===== src/rtl/somador_subtrator_serial_c1.sv =====
// Bit-serial one's complement adder/subtractor.
// One bit per cycle, LSB first, in SOMA; when the sum produces an end-around
// carry, a second serial pass (CORRECAO) adds it back in.
// Results are published only when the operation reaches FIM, so s, cout,
// overflow and zero keep the previous operation's values while a new one runs.
module somador_subtrator_serial_c1 #(
    parameter int N = 8
) (
    input  logic         clk,
    input  logic         rst,
    input  logic         start,
    input  logic         sinal,
    input  logic [N-1:0] a,
    input  logic [N-1:0] b,
    output logic [N-1:0] s,
    output logic         cout,
    output logic         overflow,
    output logic         zero,
    output logic         busy,
    output logic         done
);
    localparam int IW = $clog2(N);
    localparam logic [IW-1:0] LAST = IW'(N - 1);

    typedef enum logic [1:0] {IDLE, SOMA, CORRECAO, FIM} state_t;

    state_t         state_q, state_d;
    logic [N-1:0]   a_q, b_q, acc_q;
    logic           carry_q;
    logic [IW-1:0]  idx_q;
    logic           eac_q;
    logic [N-1:0]   s_q;
    logic           cout_q, ovf_q, zero_q;

    logic           x_bit, y_bit, sum_bit, cy_bit, last_bit;
    logic [N-1:0]   acc_upd;

    // Shared 1-bit full adder: SOMA adds a+b', CORRECAO adds the carry into acc
    always_comb begin
        x_bit    = (state_q == SOMA) ? a_q[idx_q] : acc_q[idx_q];
        y_bit    = (state_q == SOMA) ? b_q[idx_q] : 1'b0;
        sum_bit  = x_bit ^ y_bit ^ carry_q;
        cy_bit   = (x_bit & y_bit) | (x_bit & carry_q) | (y_bit & carry_q);
        acc_upd  = acc_q;
        acc_upd[idx_q] = sum_bit;
        last_bit = (idx_q == LAST);
    end

    // State register
    always_ff @(posedge clk or posedge rst) begin
        if (rst) state_q <= IDLE;
        else     state_q <= state_d;
    end

    // Next-state logic
    always_comb begin
        state_d = state_q;
        case (state_q)
            IDLE:     if (start) state_d = SOMA;
            SOMA:     if (last_bit) state_d = cy_bit ? CORRECAO : FIM;
            CORRECAO: if (last_bit) state_d = FIM;
            FIM:      state_d = IDLE;
            default:  state_d = IDLE;
        endcase
    end

    // Status outputs decoded from state
    always_comb begin
        busy     = (state_q == SOMA) || (state_q == CORRECAO);
        done     = (state_q == FIM);
        s        = s_q;
        cout     = cout_q;
        overflow = ovf_q;
        zero     = zero_q;
    end

    // Operand capture, serial datapath and result publication on entry to FIM
    always_ff @(posedge clk or posedge rst) begin
        if (rst) begin
            a_q     <= '0;
            b_q     <= '0;
            acc_q   <= '0;
            carry_q <= 1'b0;
            idx_q   <= '0;
            eac_q   <= 1'b0;
            s_q     <= '0;
            cout_q  <= 1'b0;
            ovf_q   <= 1'b0;
            zero_q  <= 1'b0;
        end else begin
            case (state_q)
                IDLE: begin
                    if (start) begin
                        a_q     <= a;
                        b_q     <= b ^ {N{sinal}};
                        acc_q   <= '0;
                        carry_q <= 1'b0;
                        idx_q   <= '0;
                    end
                end
                SOMA: begin
                    acc_q <= acc_upd;
                    if (last_bit) begin
                        idx_q   <= '0;
                        eac_q   <= cy_bit;
                        // Seed the correction pass with the end-around carry
                        carry_q <= 1'b1;
                        if (!cy_bit) begin
                            s_q    <= acc_upd;
                            cout_q <= 1'b0;
                            ovf_q  <= (a_q[N-1] == b_q[N-1]) && (acc_upd[N-1] != a_q[N-1]);
                            zero_q <= (&acc_upd) | ~(|acc_upd);
                        end
                    end else begin
                        idx_q   <= idx_q + 1'b1;
                        carry_q <= cy_bit;
                    end
                end
                CORRECAO: begin
                    // Carry out of the correction pass is intentionally dropped
                    acc_q   <= acc_upd;
                    carry_q <= cy_bit;
                    if (last_bit) begin
                        idx_q  <= '0;
                        s_q    <= acc_upd;
                        cout_q <= eac_q;
                        ovf_q  <= (a_q[N-1] == b_q[N-1]) && (acc_upd[N-1] != a_q[N-1]);
                        zero_q <= (&acc_upd) | ~(|acc_upd);
                    end else begin
                        idx_q <= idx_q + 1'b1;
                    end
                end
                default: ;
            endcase
        end
    end
endmodule


===== config.mk =====
export PLATFORM = sky130hd
export DESIGN_NAME = somador_subtrator_serial_c1
export DESIGN_NICKNAME = d
export VERILOG_FILES = /design/src/rtl/somador_subtrator_serial_c1.sv
export SDC_FILE = /design/constraint.sdc
export NUM_CORES = 1
export LEC_CHECK = 0
export BUFFER_PORTS_ARGS = -buffer_cell sky130_fd_sc_hd__clkbuf_2
export CAP_MARGIN = 20
export CORE_ASPECT_RATIO = 1.25
export CORE_UTILIZATION = 49
export CTS_CLUSTER_SIZE = 12
export DETAILED_ROUTE_END_ITERATION = 8
export HOLD_SLACK_MARGIN = 0.1
export PLACE_DENSITY = 0.67
export SLEW_MARGIN = 20
export SYNTH_ARGS = -nofsm -noshare
export SYNTH_HDL_FRONTEND = slang
export SYNTH_SLANG_ARGS = --single-unit

===== constraint.sdc =====
create_clock -name clk -period 4 [get_ports clk]
set_clock_uncertainty 0.05 [all_clocks]
set_input_delay 0 -clock clk [delete_from_list [all_inputs] [get_ports clk]]
set_output_delay 0 -clock clk [all_outputs]
set_load 0.01 [all_outputs]

==> impl_metrics.env <==
export IMPL_rsz0062_at_grt="false"
export IMPL_fin_crit_ps=3596
export IMPL_wl_mm=5.429
export IMPL_ys_ff_latch=42
export IMPL_worstPathArrival_ps=3730
export IMPL_drc=0
export IMPL_antenna_cells=0
export IMPL_p_leak_nw=1.283
export IMPL_nFillCells=383
export IMPL_grt_pass1_vias=1950
export IMPL_cts_setup_buffers=0
export IMPL_grt_use_total_pct=23.27
export IMPL_holdBufCountCts=17
export IMPL_cts_resized=0
export IMPL_die_h_um=79.80
export IMPL_path_buf_inv=1
export IMPL_cts_max_path_buffers=2
export IMPL_grt_pass1_wl_mm=9.025
export IMPL_required_ps=4130
export IMPL_drv_cap=0
export IMPL_detail_route_wl_per_cell_um=14.83
export IMPL_cp_start_kind="register"
export IMPL_clk_latency_ps=290
export IMPL_rows=27
export IMPL_worstSetupPathType="register to register"
export IMPL_ioPinCount=33
export IMPL_hold_path_class="input port to register"
export IMPL_grt_max_degree=43
export IMPL_gp_congestion=0.8629
export IMPL_setup_viol=0
export IMPL_antenna_found_initial=0
export IMPL_cts_buffers=5
export IMPL_port_buffers=32
export IMPL_synthArstFlopShare_pct=100.0
export IMPL_cts_tree="done"
export IMPL_postRouteAntennaNets=0
export IMPL_routed_via_count=2022
export IMPL_synth_top_area_share_pct=44.30
export IMPL_fmax_mhz=278.1
export IMPL_cp_slowest_cell="dfrtp_1"
export IMPL_clock_root_buffer="clkbuf_8"
export IMPL_status="finished clean"
export IMPL_core_sq_um=4527
export IMPL_drt_first_pass_iters=4
export IMPL_netlist_instances=260
export IMPL_syn_avg_cell_area_sq_um=9.124
export IMPL_fp_dieW_um=64.24
export IMPL_nets=334
export IMPL_synth_seq_area_share_pct=44.30
export IMPL_crit_family="flip-flops"
export IMPL_synthFlopType="dfrtp_1"
export IMPL_worstMarginPinSlew_ps=756.6
export IMPL_powerDensity_nw_per_um2=725.7
export IMPL_clk_pin_slew_ps=80
export IMPL_dp_hpwl_mm=3.656
export IMPL_hold_viol_final=0
export IMPL_total_power_mw=2.060
export IMPL_clock_sinks=42
export IMPL_start_util_pct=52.40
export IMPL_dieArea_sq_um=5126
export IMPL_synth_cell_type_count=43
export IMPL_drive_above_1_share_pct=19.48
export IMPL_drtIter0Drc=76
export IMPL_synth_top_area_cell="dfrtp_1"
export IMPL_synth_area_leaders="dfrtp_1, mux2_2, nand2_1"
export IMPL_worstPathCellList="nor2b_1, a22oi_1, a21oi_1, nor2_1, mux2_2, fa_1, inv_1, mux2i_1, or3_1, nor3_2, a211o_1"
export IMPL_overflow=0
export IMPL_tns_ps=0
export IMPL_finish_utilization_pct=62.71
export IMPL_synth_edf_count=0
export IMPL_vias_per_cell=5.525
export IMPL_end_kind="register"
export IMPL_critical_path_max_fanout=24
export IMPL_irDropWorstVdd_v=0.0005012
export IMPL_relSlewSlack_pct=49.44
export IMPL_slew_viol_final=0
export IMPL_worst_path_largest_cell_delay_ps=810
export IMPL_yosys_warnings=0
export IMPL_syn_area_sq_um=2372
export IMPL_syn_num_nets=287
export IMPL_final_cell_mix="dfrtp_1, nand2_1, clkbuf_2"
export IMPL_syn_to_final_growth_pct=19.67
export IMPL_htreeDepth=2
export IMPL_period_share_pct=89.90
export IMPL_mostFrequentLayoutCell="dfrtp_1"
[state kept, by name, indices dropped and copies added (netlist names)]
signal	cells
acc_q	8
idx_q	3
a_q	8
eac_q	1
s	8
overflow	1
state_q	2
cout	1
zero	1
carry_q	1
b_q	8
[path summary, 6_finish.rpt]
path | from | endpoint | slack (ps) | depth (start not counted)
max | idx_q[1] | zero | 400 | 11
min | sinal | b_q[4] | 140 | 3
max reg2reg | idx_q[1] | zero | 400 | 11
min reg2reg | eac_q | eac_q | 430 | 2
max in group asynchronous | rst | state_q[1] | 3220 | 4
min in group asynchronous | rst | cout | 310 | 4
[cells in the mapped netlist (all sizes together), types with 4 or more instances]
master and n:
inv 17, dfrtp 42, xor2 4, a21oi 20
nor2 19, nand2 32, ha 6, o22ai 6
mux2 14, nor3 6, xnor2 4, buf 6
o21ai 27, clkbuf 8, mux2i 4
[metrics by stage]
step,setup WS (ps),hold WS (ps),instances,area [sq um]
after floorplan,1120,100.6,260,2372
final,404.0,137.0,366,2839
after detailed placement,487.5,97.52,341,2577
after global routing,126.9,181.9,366,2839
after CTS,443.9,128.6,366,2839
after global placement,592.9,88.19,341,2577
[worst min-delay path, delay by kind of cell]
kind,cells,cell delay (ps)
buffers and inverters,1,200
XOR/XNOR,1,180
AO/OA/AOI/OAI,1,60
[routing by layer]
| metal | part of all wire (%) | vias to the layer above | track usage, % |
|---|---|---|---|
| met1 | 42 | 932 | 27.99 |
| met4 | 2.5 | 0 | 10.89 |
| met3 | 4.4 | 17 | 3.571 |
| met2 | 51 | 64 | 40.64 |
| li1 | - | 1009 | - |
| met5 | 0 | - | 0 |
[power breakdown]
part | internal (mW) | switching (mW) | total (mW)
Combinational | 0.434 | 0.593 | 1.03
Sequential | 0.584 | 0.167 | 0.751
Clock | 0.139 | 0.143 | 0.283
Total | 1.16 | 0.903 | 2.06
[cell type report]
class | count | area (sq um) | share of cell area (%)
multi-input cells | 187 | 1192 | 42.00
clock buffers | 7 | 86.33 | 3.041
well taps | 58 | 72.57 | 2.556
inverters | 17 | 63.81 | 2.248
repair buffers | 54 | 367.9 | 12.96
clock inverters | 1 | 5.005 | 0.1763
flip-flops and latches | 42 | 1051 | 37.02
[cells by family (layout without fill, tap and decap cells)]
group	Yosys count	count (layout)	synth area share (%)
DFF	42	42	44.30
and+or+nand+nor	79	79	15.88
adders and majority gates	7	7	4.008
buffers and inverters	31	79	5.432
xor gates and xnor gates	8	8	2.953
muxes	18	18	8.333
AOI/OAI and AO/OA	75	75	19.09
Power figures use the tool's default switching activity.
